File: config.mk
export PLATFORM = sky130hd
export DESIGN_NAME = smalldiv_seq
export DESIGN_NICKNAME = d
export VERILOG_FILES = /design/src/rtl/smalldiv_seq.sv
export SDC_FILE = /design/constraint.sdc
export NUM_CORES = 1
export LEC_CHECK = 0
export ABC_AREA = 1
export ABC_CLOCK_PERIOD_IN_PS = 4900
export CAP_MARGIN = 20
export CORE_UTILIZATION = 37
export CTS_BUF_LIST = sky130_fd_sc_hd__clkbuf_8
export CTS_CLUSTER_DIAMETER = 50
export DETAILED_ROUTE_END_ITERATION = 7
export GPL_TIMING_DRIVEN = 1
export HOLD_SLACK_MARGIN = 0.15
export PLACE_DENSITY = 0.62
export SYNTH_ARGS = -nofsm -noshare
export SYNTH_HDL_FRONTEND = slang
export SYNTH_SLANG_ARGS = --single-unit
File: constraint.sdc
create_clock -name clock -period 4.9 [get_ports clock]
set_input_delay 0.49 -clock clock [delete_from_list [all_inputs] [get_ports clock]]
set_output_delay 0.49 -clock clock [all_outputs]
set_load 0.02 [all_outputs]
File: src/rtl/smalldiv_seq.sv
// smalldiv_seq: sequential unsigned divider by a small divisor that is chosen at run time.
// The divisor is sampled together with the dividend for each operation.
// Each RUN cycle is one radix-2^BITS_PER_CYCLE restoring step, so an operation takes
// DIVIDEND_WIDTH/BITS_PER_CYCLE RUN cycles. There is a valid/ready handshake on both sides.
// A divisor of zero finishes on the accepting edge: the quotient is all ones, the remainder
// is zero and div_by_zero is set.
// Optional feature macro: SMALLDIV_SEQ_POW2_BYPASS_EN. When it is defined, a divisor that is
// a nonzero power of two is resolved on the accepting edge with a shift and a mask.
module smalldiv_seq #(
    parameter int DIVIDEND_WIDTH = 18,
    parameter int DIVISOR_WIDTH  = 4,
    parameter int BITS_PER_CYCLE = 1
) (
    input  logic                      clock,
    input  logic                      reset,
    input  logic                      in_valid,
    output logic                      in_ready,
    input  logic [DIVIDEND_WIDTH-1:0] dividend,
    input  logic [DIVISOR_WIDTH-1:0]  divisor,
    output logic                      out_valid,
    input  logic                      out_ready,
    output logic [DIVIDEND_WIDTH-1:0] quotient,
    output logic [DIVISOR_WIDTH-1:0]  remainder,
    output logic                      div_by_zero
);

    localparam int N     = DIVIDEND_WIDTH / BITS_PER_CYCLE;
    localparam int CNT_W = (N > 1) ? $clog2(N) : 1;
    // The partial remainder is always below the divisor, so DIVISOR_WIDTH+BITS_PER_CYCLE
    // bits are enough to hold one shifted-in trial value without overflow.
    localparam int PW    = DIVISOR_WIDTH + BITS_PER_CYCLE;
    localparam int NDIG  = 1 << BITS_PER_CYCLE;

    typedef enum logic [1:0] {
        S_IDLE = 2'd0,
        S_RUN  = 2'd1,
        S_DONE = 2'd2
    } state_t;

    state_t                    state_q;
    logic [CNT_W-1:0]          cnt_q;
    // Working register. Dividend bits leave from the top and quotient digits enter at the
    // bottom, so after N steps it holds the whole quotient.
    logic [DIVIDEND_WIDTH-1:0] dvd_q;
    logic [DIVISOR_WIDTH-1:0]  dvs_q;
    logic [DIVISOR_WIDTH-1:0]  prem_q;
    logic                      out_valid_q;
    logic [DIVIDEND_WIDTH-1:0] quotient_q;
    logic [DIVISOR_WIDTH-1:0]  remainder_q;
    logic                      dbz_q;

    logic                      in_ready_s;
    logic                      accept_s;
    logic [PW-1:0]             trial_s;
    logic [PW-1:0]             mult_s;
    logic [BITS_PER_CYCLE-1:0] digit_s;
    logic [DIVISOR_WIDTH-1:0]  sub_s;
    logic [DIVISOR_WIDTH-1:0]  prem_d;
    logic [DIVIDEND_WIDTH-1:0] dvd_d;

`ifdef SMALLDIV_SEQ_POW2_BYPASS_EN
    // True when d has exactly one bit set
    function automatic logic is_pow2_f(input logic [DIVISOR_WIDTH-1:0] d);
        return (d != {DIVISOR_WIDTH{1'b0}}) &&
               ((d & (d - DIVISOR_WIDTH'(1))) == {DIVISOR_WIDTH{1'b0}});
    endfunction

    // Shift right by log2(d); d is known to be a power of two
    function automatic logic [DIVIDEND_WIDTH-1:0] pow2_quot_f(
        input logic [DIVIDEND_WIDTH-1:0] a,
        input logic [DIVISOR_WIDTH-1:0]  d
    );
        logic [DIVIDEND_WIDTH-1:0] res;
        res = a;
        for (int i = 0; i < DIVISOR_WIDTH; i++) begin
            if (d[i]) begin
                res = a >> i;
            end else begin
                res = res;
            end
        end
        return res;
    endfunction
`endif

    // Handshake: take a new operand when idle, or when the finished result is being retired
    always_comb begin
        in_ready_s = (state_q == S_IDLE) || ((state_q == S_DONE) && out_ready);
        accept_s   = in_valid && in_ready_s;
    end

    // One restoring step: take the largest multiple of the divisor that fits the trial value
    always_comb begin
        trial_s = {prem_q, dvd_q[DIVIDEND_WIDTH-1 -: BITS_PER_CYCLE]};
        mult_s  = {PW{1'b0}};
        digit_s = {BITS_PER_CYCLE{1'b0}};
        sub_s   = {DIVISOR_WIDTH{1'b0}};
        for (int k = 1; k < NDIG; k++) begin
            mult_s = PW'(k) * {{BITS_PER_CYCLE{1'b0}}, dvs_q};
            if (mult_s <= trial_s) begin
                digit_s = BITS_PER_CYCLE'(k);
                sub_s   = mult_s[DIVISOR_WIDTH-1:0];
            end else begin
                digit_s = digit_s;
                sub_s   = sub_s;
            end
        end
        // The difference is below the divisor, so its low bits are the whole result
        prem_d = trial_s[DIVISOR_WIDTH-1:0] - sub_s;
        dvd_d  = {dvd_q[DIVIDEND_WIDTH-BITS_PER_CYCLE-1:0], digit_s};
    end

    // Control FSM: operand capture, iteration, and registered results
    always_ff @(posedge clock or posedge reset) begin
        if (reset) begin
            state_q     <= S_IDLE;
            cnt_q       <= {CNT_W{1'b0}};
            dvd_q       <= {DIVIDEND_WIDTH{1'b0}};
            dvs_q       <= {DIVISOR_WIDTH{1'b0}};
            prem_q      <= {DIVISOR_WIDTH{1'b0}};
            out_valid_q <= 1'b0;
            quotient_q  <= {DIVIDEND_WIDTH{1'b0}};
            remainder_q <= {DIVISOR_WIDTH{1'b0}};
            dbz_q       <= 1'b0;
        end else if (accept_s) begin
            // Accepting in DONE retires the held result on the same edge
            if (divisor == {DIVISOR_WIDTH{1'b0}}) begin
                state_q     <= S_DONE;
                cnt_q       <= {CNT_W{1'b0}};
                out_valid_q <= 1'b1;
                quotient_q  <= {DIVIDEND_WIDTH{1'b1}};
                remainder_q <= {DIVISOR_WIDTH{1'b0}};
                dbz_q       <= 1'b1;
            end
`ifdef SMALLDIV_SEQ_POW2_BYPASS_EN
            else if (is_pow2_f(divisor)) begin
                state_q     <= S_DONE;
                cnt_q       <= {CNT_W{1'b0}};
                out_valid_q <= 1'b1;
                quotient_q  <= pow2_quot_f(dividend, divisor);
                remainder_q <= dividend[DIVISOR_WIDTH-1:0] & (divisor - DIVISOR_WIDTH'(1));
                dbz_q       <= 1'b0;
            end
`endif
            else begin
                state_q     <= S_RUN;
                cnt_q       <= CNT_W'(N - 1);
                dvd_q       <= dividend;
                dvs_q       <= divisor;
                prem_q      <= {DIVISOR_WIDTH{1'b0}};
                out_valid_q <= 1'b0;
            end
        end else begin
            case (state_q)
                S_IDLE: begin
                    out_valid_q <= 1'b0;
                end
                S_RUN: begin
                    dvd_q  <= dvd_d;
                    prem_q <= prem_d;
                    if (cnt_q == {CNT_W{1'b0}}) begin
                        state_q     <= S_DONE;
                        out_valid_q <= 1'b1;
                        quotient_q  <= dvd_d;
                        remainder_q <= prem_d;
                        dbz_q       <= 1'b0;
                    end else begin
                        cnt_q <= cnt_q - CNT_W'(1);
                    end
                end
                S_DONE: begin
                    // Result stays on the outputs until the consumer takes it
                    if (out_ready) begin
                        state_q     <= S_IDLE;
                        out_valid_q <= 1'b0;
                    end else begin
                        out_valid_q <= 1'b1;
                    end
                end
                default: begin
                    state_q     <= S_IDLE;
                    out_valid_q <= 1'b0;
                end
            endcase
        end
    end

    assign in_ready    = in_ready_s;
    assign out_valid   = out_valid_q;
    assign quotient    = quotient_q;
    assign remainder   = remainder_q;
    assign div_by_zero = dbz_q;

endmodule

# Word-level counts from Yosys, hierarchy flattened
# Index checks and enable logic that the tools add are counted.
[totals]
register_bits = 57
input_bits = 26
output_inout_bits = 25
[classes]
add_sub_neg = 2
magnitude_cmp = 1
n_eq_ne = 8
mux = 34
bitwise = 1
reduce_logical = 13
[op_table]
columns = ["op", "n"]
rows = [
  ["18-bit two-way mux", 7],
  ["4-bit two-way mux", 8],
  ["5-bit two-way mux", 4],
  ["1-bit two-way mux", 9],
  ["2-bit two-way mux", 4],
  ["2-bit != test (second input constant)", 3],
  ["3-bit != test (second input constant)", 2],
  ["2-bit one-hot mux with 3 select lines", 1],
  ["2-bit AND reduction", 3],
  ["3-bit AND reduction", 2],
  ["4-bit by 5-bit less-or-equal comparator with 1-bit output", 1],
  ["5-bit zero test", 1],
  ["5-bit by 1-bit subtractor with 5-bit output (second input constant)", 1],
  ["4-bit zero test", 1],
  ["2-bit nonzero test", 2],
  ["4-bit subtractor", 1],
  ["2-bit by 1-bit == test with 1-bit output (second input constant)", 1],
  ["2-bit == test (second input constant)", 1],
  ["1-bit logical AND", 2],
  ["2-bit zero test", 1],
  ["2-bit by 1-bit != test with 1-bit output (second input constant)", 1],
  ["1-bit one-hot mux with 2 select lines", 1],
  ["1-bit logical OR", 1],
  ["1-bit NOT", 1],
]

# Logic depth before layout (Yosys ltp)
# Gate-level depths: netlist of the first run.
[depth]
ltp_word = 6
depth_mapped = 18
depth_no_buf = 18

# Least setup slack after synthesis of the first run
# Ideal clock, no wire load.
[synth_timing]
kind = "register to register"
startpoint = "register prem_q[0]"
endpoint = "register prem_q[3]"
t_arrival_ns = 2.011
required_time_ns = 4.782
path_slack_ns = 2.772
path_stages_with_launch = 18
synth_period_minus_slack_ns = 2.128
cell_sequence = "dfrtp_1 > inv_1 > ha_1 > nand2_1 > inv_1 > nand3_1 > nand3_1 > nand2_1 > nand2_1 > ha_1 > a21oi_1 > nand3_1 > nand2_1 > inv_1 > nand2_1 > nand2_1 > nand3_1 > nand2_1"
[synth_via]
elab_chain_len = 5
[synth_lines]
columns = ["item", "line_no", "rtl"]
rows = [
  ["start, declared", "46", "logic [DIVISOR_WIDTH-1:0] prem_q;"],
  ["start signal, assigned", "120", "prem_q <= {DIVISOR_WIDTH{1'b0}};"],
  ["start signal, assigned", "150", "prem_q <= {DIVISOR_WIDTH{1'b0}};"],
  ["start signal, assigned", "160", "prem_q <= prem_d;"],
  ["4-bit by 5-bit less-or-equal comparator with 1-bit output", "100", "if (mult_s <= trial_s) begin"],
  ["4-bit two-way mux", "100", ""],
  ["4-bit subtractor *", "109", "prem_d = trial_s[DIVISOR_WIDTH-1:0] - sub_s;"],
  ["4-bit two-way mux *", "154", "case (state_q)"],
  ["4-bit two-way mux *", "125", "end else if (accept_s) begin"],
]
# Mark *: on every way between the ends. The rest lies on a longest branch, timed or not. The select of a mux whose other input is x is not followed.
# A chain may end at the register's enable or synchronous reset.

# Final worst setup path of the first run
# Same ends and word-level chain as after synthesis.

==> flow_metrics.tcl, run 1 <==
set metrics [dict create \
    synth_nets 352 \
    slew_violations 0 \
    clk_pin_slew_ns 0.06 \
    finalHoldViolCount 0 \
    initial_core_util_pct 37.9 \
    seq_area_frac_synth_pct 48.9 \
    maxCapViolCount 0 \
    peakVddDrop_mv 0.268 \
    power_density_nw_per_um2 728 \
    postRouteAntennaNets 0 \
    synth_area_sq_um 2920 \
    postCtsResizedCells 0 \
    max_slew_margin_pct 51.6 \
    status "finished clean" \
    cts_tree "done" \
    diodes 0 \
    die_y_um 90.8 \
    core.rowCount 32 \
    yosysTopAreaCell "dfrtp_1" \
    hold_end "div_by_zero" \
    drive_gt1_share_pct 16.9 \
    die_area_sq_um 8240 \
    antenna_found_initial 0 \
    pwr-share-comb_pct 50.8 \
    arrival_ns 2.70 \
    worst_setup_path_end_kind "register" \
    r2r_slack_ns 2.41 \
    ys_ff_latch 57 \
    synth_warnings 0 \
    fillers 749 \
    synth.area.top_cells "dfrtp_1, nand2_1, inv_1" \
    required_ns 5.11 \
    fin_setup_tns_ns 0 \
    areaGrowthSynthToFinish_pct 26.5 \
    p_sw_share_pct 41.7 \
    p_seq_share_pct 30.4 \
    layout_min_cycle_time_ns 2.49 \
    hp-class "reg2reg" \
    dpl_worst_slack_ns 2.14 \
    timing.fmax_mhz 402 \
    nets 402 \
    dpl.hpwl_um 4170 \
    ctsHoldBuffers 0 \
    power_leakage_nw 1.71 \
    drc_errors 0 \
    grt-ovfl-total 0 \
    worstMarginPinSlew_ns 0.726 \
    postCtsSetupBuffers 0 \
    clkPwrFrac_pct 18.8 \
    p_int_mw 1.56 \
    r2r_cells 17 \
    via_per_inst 4.76 \
    synthCells 313 \
    whs_path_depth 2 \
    hold_start "div_by_zero" \
    grt_pass1_wl_um 10400 \
    worstReg2RegEnd "prem_q[3]" \
    drt_first_pass_iters 4 \
    avgRoutedWirePerCell_um 13.1 \
    drt_iter0_markers 87 \
    grt_max_degree 58 \
    setup_viol 0 \
    rr_startpoint "prem_q[0]" \
    clk_path_buf_depth 2 \
    h-tree-depth 3 \
    yosysTopAreaCellShare_pct 48.9 \
    numCtsBuffers 9 \
    via_count 2231 \
    skew_ns 0.00585 \
    die_w_um 90.8 \
    io_pins 51 \
    switchingPower_mw 1.12 \
    clock-root-buffer "clkbuf_8" \
    finalCritPeriodShare_pct 50.8 \
    gp_congestion 0.844 \
    port_buffers 50 \
    fp.coreArea_sq_um 7690 \
    worstPathMaxFanout 6 \
    ys_types 30 \
    critPathKind "reg2reg" \
    rsz0062_at_grt "false" \
    critical_path.startpoint_type "register" \
    grt_pass1_vias 2179 \
    track_usage_pct 16.3 \
    totalWireLength_um 6140 \
    synth.avg_cell_area_sq_um 9.32 \
    clock_latency_ns 0.33 \
    fin_ws_ns 2.41 \
    cts_sinks 57 \
]
[critical path: stages, from the launching register on]
cell	delay, ns
dfrtp_1	0.41
inv_1	0.08
ha_1	0.27
nand2_1	0.06
inv_1	0.04
nand3_1	0.07
nand3_1	0.09
nand2_1	0.20
nand2_1	0.10
ha_1	0.32
a21oi_1	0.21
nand3_1	0.09
nand2_1	0.09
inv_1	0.04
nand2_1	0.05
nand2_1	0.07
nand3_1	0.09
nand2_1	0.07
[final cells by class]
class / instances / area, sq um / area share, %
Clock buffer: 12 / 165 / 4.48
Clock inverter: 3 / 63.8 / 1.73
Inverter: 50 / 190 / 5.16
Multi-Input combinational cell: 194 / 1210 / 32.7
Sequential cell: 57 / 1430 / 38.7
Tap cell: 102 / 128 / 3.46
Timing Repair Buffer: 51 / 508 / 13.8
[metrics by stage]
| step | hold WS [ns] | instance area [sq um] | utilization (%) | std cells | power [mW] |
|---|---|---|---|---|---|
| after floorplan | 0.453 | 2920 | - | 313 | 1.81 |
| after global placement | 0.462 | 3460 | 45.0 | 454 | 2.16 |
| after detailed placement | 0.464 | 3460 | 45.0 | 454 | 2.20 |
| after CTS | 0.478 | 3690 | 48.0 | 469 | 2.72 |
| after global routing | 0.508 | 3690 | 48.0 | 469 | 2.92 |
| final | 0.477 | 3690 | 48.0 | 469 | 2.68 |
[cells in the mapped netlist]
cell	count
a21oi_1	5
a21oi_2	17
buf_1	1
buf_12	2
buf_2	6
buf_4	1
clkbuf_1	1
clkbuf_4	1
dfrtp_1	57
fa_1	1
ha_1	12
inv_1	47
inv_2	2
inv_4	1
nand2_1	54
nand2_2	3
nand2_4	2
nand3_1	13
nand3_4	1
nand4_1	1
nor2_1	8
nor2_2	17
nor2_4	2
nor2_8	1
o211ai_1	18
o21a_1	1
o21ai_0	31
o221ai_1	2
o22ai_1	3
xor2_1	2
[state kept, by name, indices dropped and copies added, names as in the netlist]
register,cells
dvd_q,18
quotient,18
cnt_q,5
dvs_q,4
prem_q,4
remainder,4
state_q,2
div_by_zero,1
out_valid,1
[cells by family (layout without fill, tap and decap cells)]
family | after synthesis | count (layout) | synth area share (%)
fa+ha+maj | 13 | 13 | 5.83
buf+inv | 62 | 116 | 9.70
xor+xnor | 2 | 2 | 0.601
flops | 57 | 57 | 48.9
compound gates | 77 | 77 | 17.4
simple gates | 102 | 102 | 17.5
[routing by layer]
layer	wire length [um]	vias up	share of wire, %	global-route usage (%)
met2	2870	55	47	24.6
li1	-	1116	-	-
met4	115	0	1.9	8.33
met1	2880	1048	47	21.4
met5	0	-	0	0
met3	281	12	4.6	4.55
[worst max-delay path by stage]
| stage | start | endpoint | slack, ns | cells after the start |
|---|---|---|---|---|
| final | prem_q[0] | prem_q[3] | 2.41 | 17 |
| after global routing | prem_q[0] | prem_q[3] | 2.18 | 17 |
| after CTS | prem_q[0] | prem_q[3] | 2.40 | 17 |
| after detailed placement | out_ready | remainder[3] | 2.14 | 10 |
| after global placement | out_ready | remainder[3] | 2.17 | 10 |
| after floorplan | prem_q[0] | prem_q[3] | 2.77 | 17 |
[power by group through the flow]
stage	combinational (mW)	clock [mW]	sequential (mW)
after floorplan	0.892	0	0.916
after global placement	1.34	0	0.822
after detailed placement	1.38	0	0.822
after CTS	1.38	0.519	0.818
after global routing	1.54	0.537	0.847
final	1.36	0.503	0.817
[placed cells by master (no fill, tap or decap)]
cell type,Yosys,final
o21a_1,1,1
nand3_1,13,13
inv_2,2,3
nor2_1,8,8
dfrtp_1,57,57
buf_4,1,1
o221ai_1,2,2
inv_1,47,47
o211ai_1,18,18
nand4_1,1,1
nand2_2,3,3
nand2_1,54,54
inv_4,1,1
fa_1,1,1
a21oi_2,17,17
xor2_1,2,2
nor2_8,1,1
nor2_2,17,17
clkbuf_8,0,12
o22ai_1,3,3
nand2_4,2,2
o21ai_0,31,31
nand3_4,1,1
a21oi_1,5,5
clkdlybuf4s50_1,0,50
nor2_4,2,2
ha_1,12,12
bufinv_16,0,2
Power figures use the tool's default switching activity.
==> run 2, diff against run 1 <==
- ABC_CLOCK_PERIOD_IN_PS: 4900 -> 2500
- clock period: 4.9 -> 2.5 ns (I/O delays scaled with it)
==> flow_metrics.tcl, run 2 (synthesized netlist as in run 1, its figures left out) <==
set metrics [dict create \
    io_pins 51 \
    postRouteAntennaNets 0 \
    grt_pass1_wl_um 10200 \
    power_density_nw_per_um2 1440 \
    p_sw_share_pct 41.2 \
    areaGrowthSynthToFinish_pct 29.0 \
    clk_path_buf_depth 2 \
    drive_gt1_share_pct 19.3 \
    cp.buffers_inverters 2 \
    maxCapViolCount 0 \
    numCtsBuffers 9 \
    worst_path_dominant_cell_family "adder cells" \
    nets 409 \
    port_buffers 50 \
    setup_viol 0 \
    hp-class "in2async" \
    critPathKind "reg2reg" \
    drt_iter0_markers 76 \
    drc_errors 0 \
    slew_violations 0 \
    fp.coreArea_sq_um 7690 \
    worst_path_largest_cell_delay_ns 0.41 \
    die_w_um 90.8 \
    dp_cells 458 \
    cts_sinks 57 \
    via_per_inst 4.66 \
    critical_path.startpoint_type "register" \
    peakVddDrop_mv 0.638 \
    crit_path_cell_trace "ha_1, inv_1, nor2_2, nand3_1, a21oi_1, ha_1, inv_1, fa_1, xor2_1, nand2_1, o21ai_0" \
    drt_first_pass_iters 4 \
    clock-root-buffer "clkbuf_8" \
    p_int_mw 3.19 \
    final_common_cell "dfrtp_1" \
    arrival_ns 2.59 \
    finalHoldViolCount 0 \
    dpl_worst_slack_ns 0.123 \
    cp_slowest_cell "dfrtp_1" \
    stdcell_count 476 \
    worstPathMaxFanout 4 \
    core.rowCount 32 \
    fin_ws_ns 0.162 \
    worstMarginPinSlew_ns 0.553 \
    die_y_um 90.8 \
    h-tree-depth 3 \
    grt_max_degree 47 \
    skew_ns 0.00680 \
    grt_pass1_vias 2132 \
    timing.fmax_mhz 428 \
    diodes 0 \
    switchingPower_mw 2.23 \
    avgRoutedWirePerCell_um 12.6 \
    clock_latency_ns 0.33 \
    track_usage_pct 15.9 \
    ctsHoldBuffers 0 \
    clkPwrFrac_pct 18.3 \
    power_leakage_nw 1.75 \
    layout_min_cycle_time_ns 2.34 \
    design_area_sq_um 3760 \
    dpl_cell_area_sq_um 3500 \
    cts_tree "done" \
    pwr-share-comb_pct 52.2 \
    initial_core_util_pct 37.9 \
    via_count 2216 \
    p_seq_share_pct 29.4 \
    dpl.hpwl_um 4060 \
    status "finished clean" \
    worst_setup_path_end_kind "register" \
    die_area_sq_um 8240 \
    grt-ovfl-total 0 \
    max_slew_margin_pct 63.1 \
    most-common-layout-cells "dfrtp_1, nand2_1, clkdlybuf4s50_1, inv_1, o21ai_0" \
    finalCritPeriodShare_pct 93.5 \
    totalWireLength_um 5990 \
    antenna_found_initial 0 \
    p_total_mw 5.42 \
    required_ns 2.75 \
    gp_congestion 0.826 \
    clk_pin_slew_ns 0.06 \
]
[run 2: cell types whose count changed in the layout (fill, tap and decap cells not counted), sizes merged]
| cell | change |
|---|---|
| buf | +7 |
[run 2: worst paths after layout]
check / from / end / slack, ns / cells past startpoint
max in group asynchronous: reset / remainder[0] / 1.58 / 3
min in group clock: remainder[0] / remainder[0] / 0.48 / 2
max: dvs_q[3] / remainder[2] / 0.16 / 11
max reg2reg: dvs_q[3] / remainder[2] / 0.16 / 11
min reg2reg: remainder[0] / remainder[0] / 0.48 / 2
min: reset / quotient[14] / 0.29 / 2
[run 2: area by class of cell]
cell class | instances | area [sq um]
Fill cell | 737 | 3930
Sequential cell | 57 | 1430
Multi-Input combinational cell | 194 | 1220
Timing Repair Buffer | 58 | 573
Inverter | 50 | 190
Clock buffer | 12 | 165
Tap cell | 102 | 128
Clock inverter | 3 | 63.8
[run 2: metal layers]
layer	vias to the layer above	global-route usage, %	part of all wire, %
met3	6	3.45	4.0
met5	-	0	0
met1	1032	21.1	49
met2	48	24.9	46
li1	1130	-	-
met4	0	7.14	0.95
[run 2: power groups by stage]
stage               sequential (mW)  combinational [mW]  clock [mW]
floorplan                      1.80                1.75           0
global placement               1.60                2.71           0
detailed placement             1.61                2.73           0
CTS                            1.60                2.74        1.02
global route                   1.65                3.18        1.05
finish                         1.59                2.83       0.994
[run 2: repair_timing]
| item | 4_1_cts | 5_1_grt |
|---|---|---|
| setup buffers | 0 | 3 |
| gates resized for setup | 0 | 3 |
| endpoints found under the setup margin | 0 | 3 |
[run 2: metrics by stage]
| step | utilization (%) | hold slack, ns | TNS [ns] |
|---|---|---|---|
| final | 48.9 | 0.288 | 0 |
| after CTS | 48.5 | 0.296 | 0 |
| after detailed placement | 45.6 | 0.475 | 0 |
| after floorplan | - | 0.413 | 0 |
| after global routing | 48.9 | 0.339 | -0.0570 |
| after global placement | 45.6 | 0.472 | 0 |
==> run 3, diff against run 2 <==
- ABC_CLOCK_PERIOD_IN_PS: 2500 -> 2790
- clock period: 2.5 -> 2.79 ns (I/O delays scaled with it)
==> flow_metrics.tcl, run 3 (synthesized netlist as in run 1, its figures left out) <==
set metrics [dict create \
    status "finished clean" \
    power_leakage_nw 1.70 \
    via_per_inst 4.80 \
    drt_first_pass_iters 4 \
    final_common_cell "dfrtp_1" \
    dpl.hpwl_um 4320 \
    nets 406 \
    avgRoutedWirePerCell_um 13.0 \
    fin_ws_ns 0.375 \
    path_common_cell "nand2_1" \
    grt_pass1_vias 2203 \
    die_w_um 90.8 \
    cp_slowest_cell "dfrtp_1" \
    numCtsBuffers 9 \
    totalWireLength_um 6160 \
    r2r_cells 17 \
    dpl_worst_slack_ns 0.419 \
    critPathKind "reg2reg" \
    crit_end "remainder[3]" \
    via_count 2271 \
    skew_ns 0.00651 \
    io_pins 51 \
    most-common-layout-cells "dfrtp_1, nand2_1, clkdlybuf4s50_1, inv_1, o21ai_0" \
    postRouteAntennaNets 0 \
    h-tree-depth 3 \
    rsz0062_at_grt "false" \
    worstMarginPinSlew_ns 0.415 \
    max_slew_margin_pct 72.2 \
    arrival_ns 2.63 \
    clock_latency_ns 0.34 \
    initial_core_util_pct 37.9 \
    drt_iter0_markers 64 \
    die_area_sq_um 8240 \
    areaGrowthSynthToFinish_pct 25.2 \
    finalHoldViolCount 0 \
    crit_start "prem_q[1]" \
    worstPathMaxFanout 6 \
    power_density_nw_per_um2 1240 \
    clock-root-buffer "clkbuf_8" \
    worst_path_largest_cell_delay_ns 0.38 \
    clk_path_buf_depth 2 \
    rr_startpoint "prem_q[1]" \
    core.rowCount 32 \
    grt_max_degree 29 \
    port_buffers 50 \
    maxCapViolCount 0 \
    postCtsSetupBuffers 0 \
    drc_errors 0 \
    drive_gt1_share_pct 17.8 \
    clk_pin_slew_ns 0.06 \
    diodes 0 \
    hp-class "in2async" \
    timing.fmax_mhz 414 \
    worstReg2RegEnd "remainder[3]" \
    die_y_um 90.8 \
    required_ns 3.01 \
    cts_sinks 57 \
    postCtsResizedCells 0 \
    track_usage_pct 16.8 \
    cts_tree "done" \
    setup_viol 0 \
    finalCritPeriodShare_pct 86.6 \
    grt_pass1_wl_um 10700 \
    layout_min_cycle_time_ns 2.42 \
    post-route-util_pct 47.5 \
    crit_path_cell_trace "inv_1, ha_1, nand2_1, inv_1, nand3_1, nand3_1, nand2_1, nand2_1, ha_1, a21oi_1, nand2_1, nand2_1, nand2_1, nand3_1, nand2_1, nand3_1, nand2_1" \
    gp_congestion 0.834 \
    fp.coreArea_sq_um 7690 \
    worst_setup_path_end_kind "register" \
    critical_path.startpoint_type "register" \
    grt-ovfl-total 0 \
    r2r_slack_ns 0.37 \
    antenna_found_initial 0 \
    peakVddDrop_mv 0.518 \
    slew_violations 0 \
    ctsHoldBuffers 0 \
    fin_setup_tns_ns 0 \
]
## run 3: cell count changes in the layout (fill, tap and decap cells not counted)
cell       previous run  this run
clkinv_2              0         4
buf_4                 7         5
bufinv_16             2         0
clkbuf_8             12        10
a21oi_1               4         5
a21oi_2              18        17
buf_12                1         0
nand2_1              53        54
nand2_2               4         3
nor2_1                7         8
nor2_2               18        17
## run 3: through the flow
stage | area (sq um) | hold slack, ns | instances | total power [mW]
floorplan | 2920 | 0.442 | 313 | 3.18
global placement | 3490 | 0.470 | 458 | 3.82
detailed placement | 3490 | 0.477 | 458 | 3.88
CTS | 3650 | 0.242 | 473 | 4.56
global route | 3650 | 0.272 | 473 | 4.94
finish | 3650 | 0.235 | 473 | 4.51
## run 3: worst min-delay path by stage
stage | endpoint | cells past startpoint | start | slack [ns]
floorplan | dvs_q[0] | 2 | divisor[0] | 0.44
global placement | remainder[0] | 2 | remainder[0] | 0.47
detailed placement | dvs_q[0] | 2 | dvs_q[0] | 0.48
CTS | state_q[1] | 2 | reset | 0.24
global route | cnt_q[3] | 2 | reset | 0.27
finish | state_q[1] | 2 | reset | 0.24
## run 3: worst max-delay path: cells and delay by family (launching register included)
family | cells | cell delay, ns
AOI/OAI and AO/OA | 1 | 0.19
adders and majority gates | 2 | 0.62
buffers and inverters | 2 | 0.12
DFF | 1 | 0.38
and+or+nand+nor | 12 | 0.99
## run 3: power by group
part	internal [mW]	switching, mW
Clock	0.331	0.321
Sequential	1.22	0.209
Combinational	0.981	1.45
Total	2.53	1.98
## run 3: layout make-up
type	instances	area, sq um
Timing Repair Buffer	55	538
Clock inverter	5	23.8
Tap cell	102	128
Clock buffer	10	138
Fill cell	753	4040
Multi-Input combinational cell	194	1210
Inverter	50	190
Sequential cell	57	1430
## run 3: per-layer routing
layer | vias up | global-route usage, % | routed length, um
li1 | 1120 | - | -
met4 | 0 | 8.47 | 159
met5 | - | 0 | 0
met2 | 63 | 25.6 | 2760
met1 | 1075 | 22.6 | 2950
met3 | 13 | 3.45 | 289
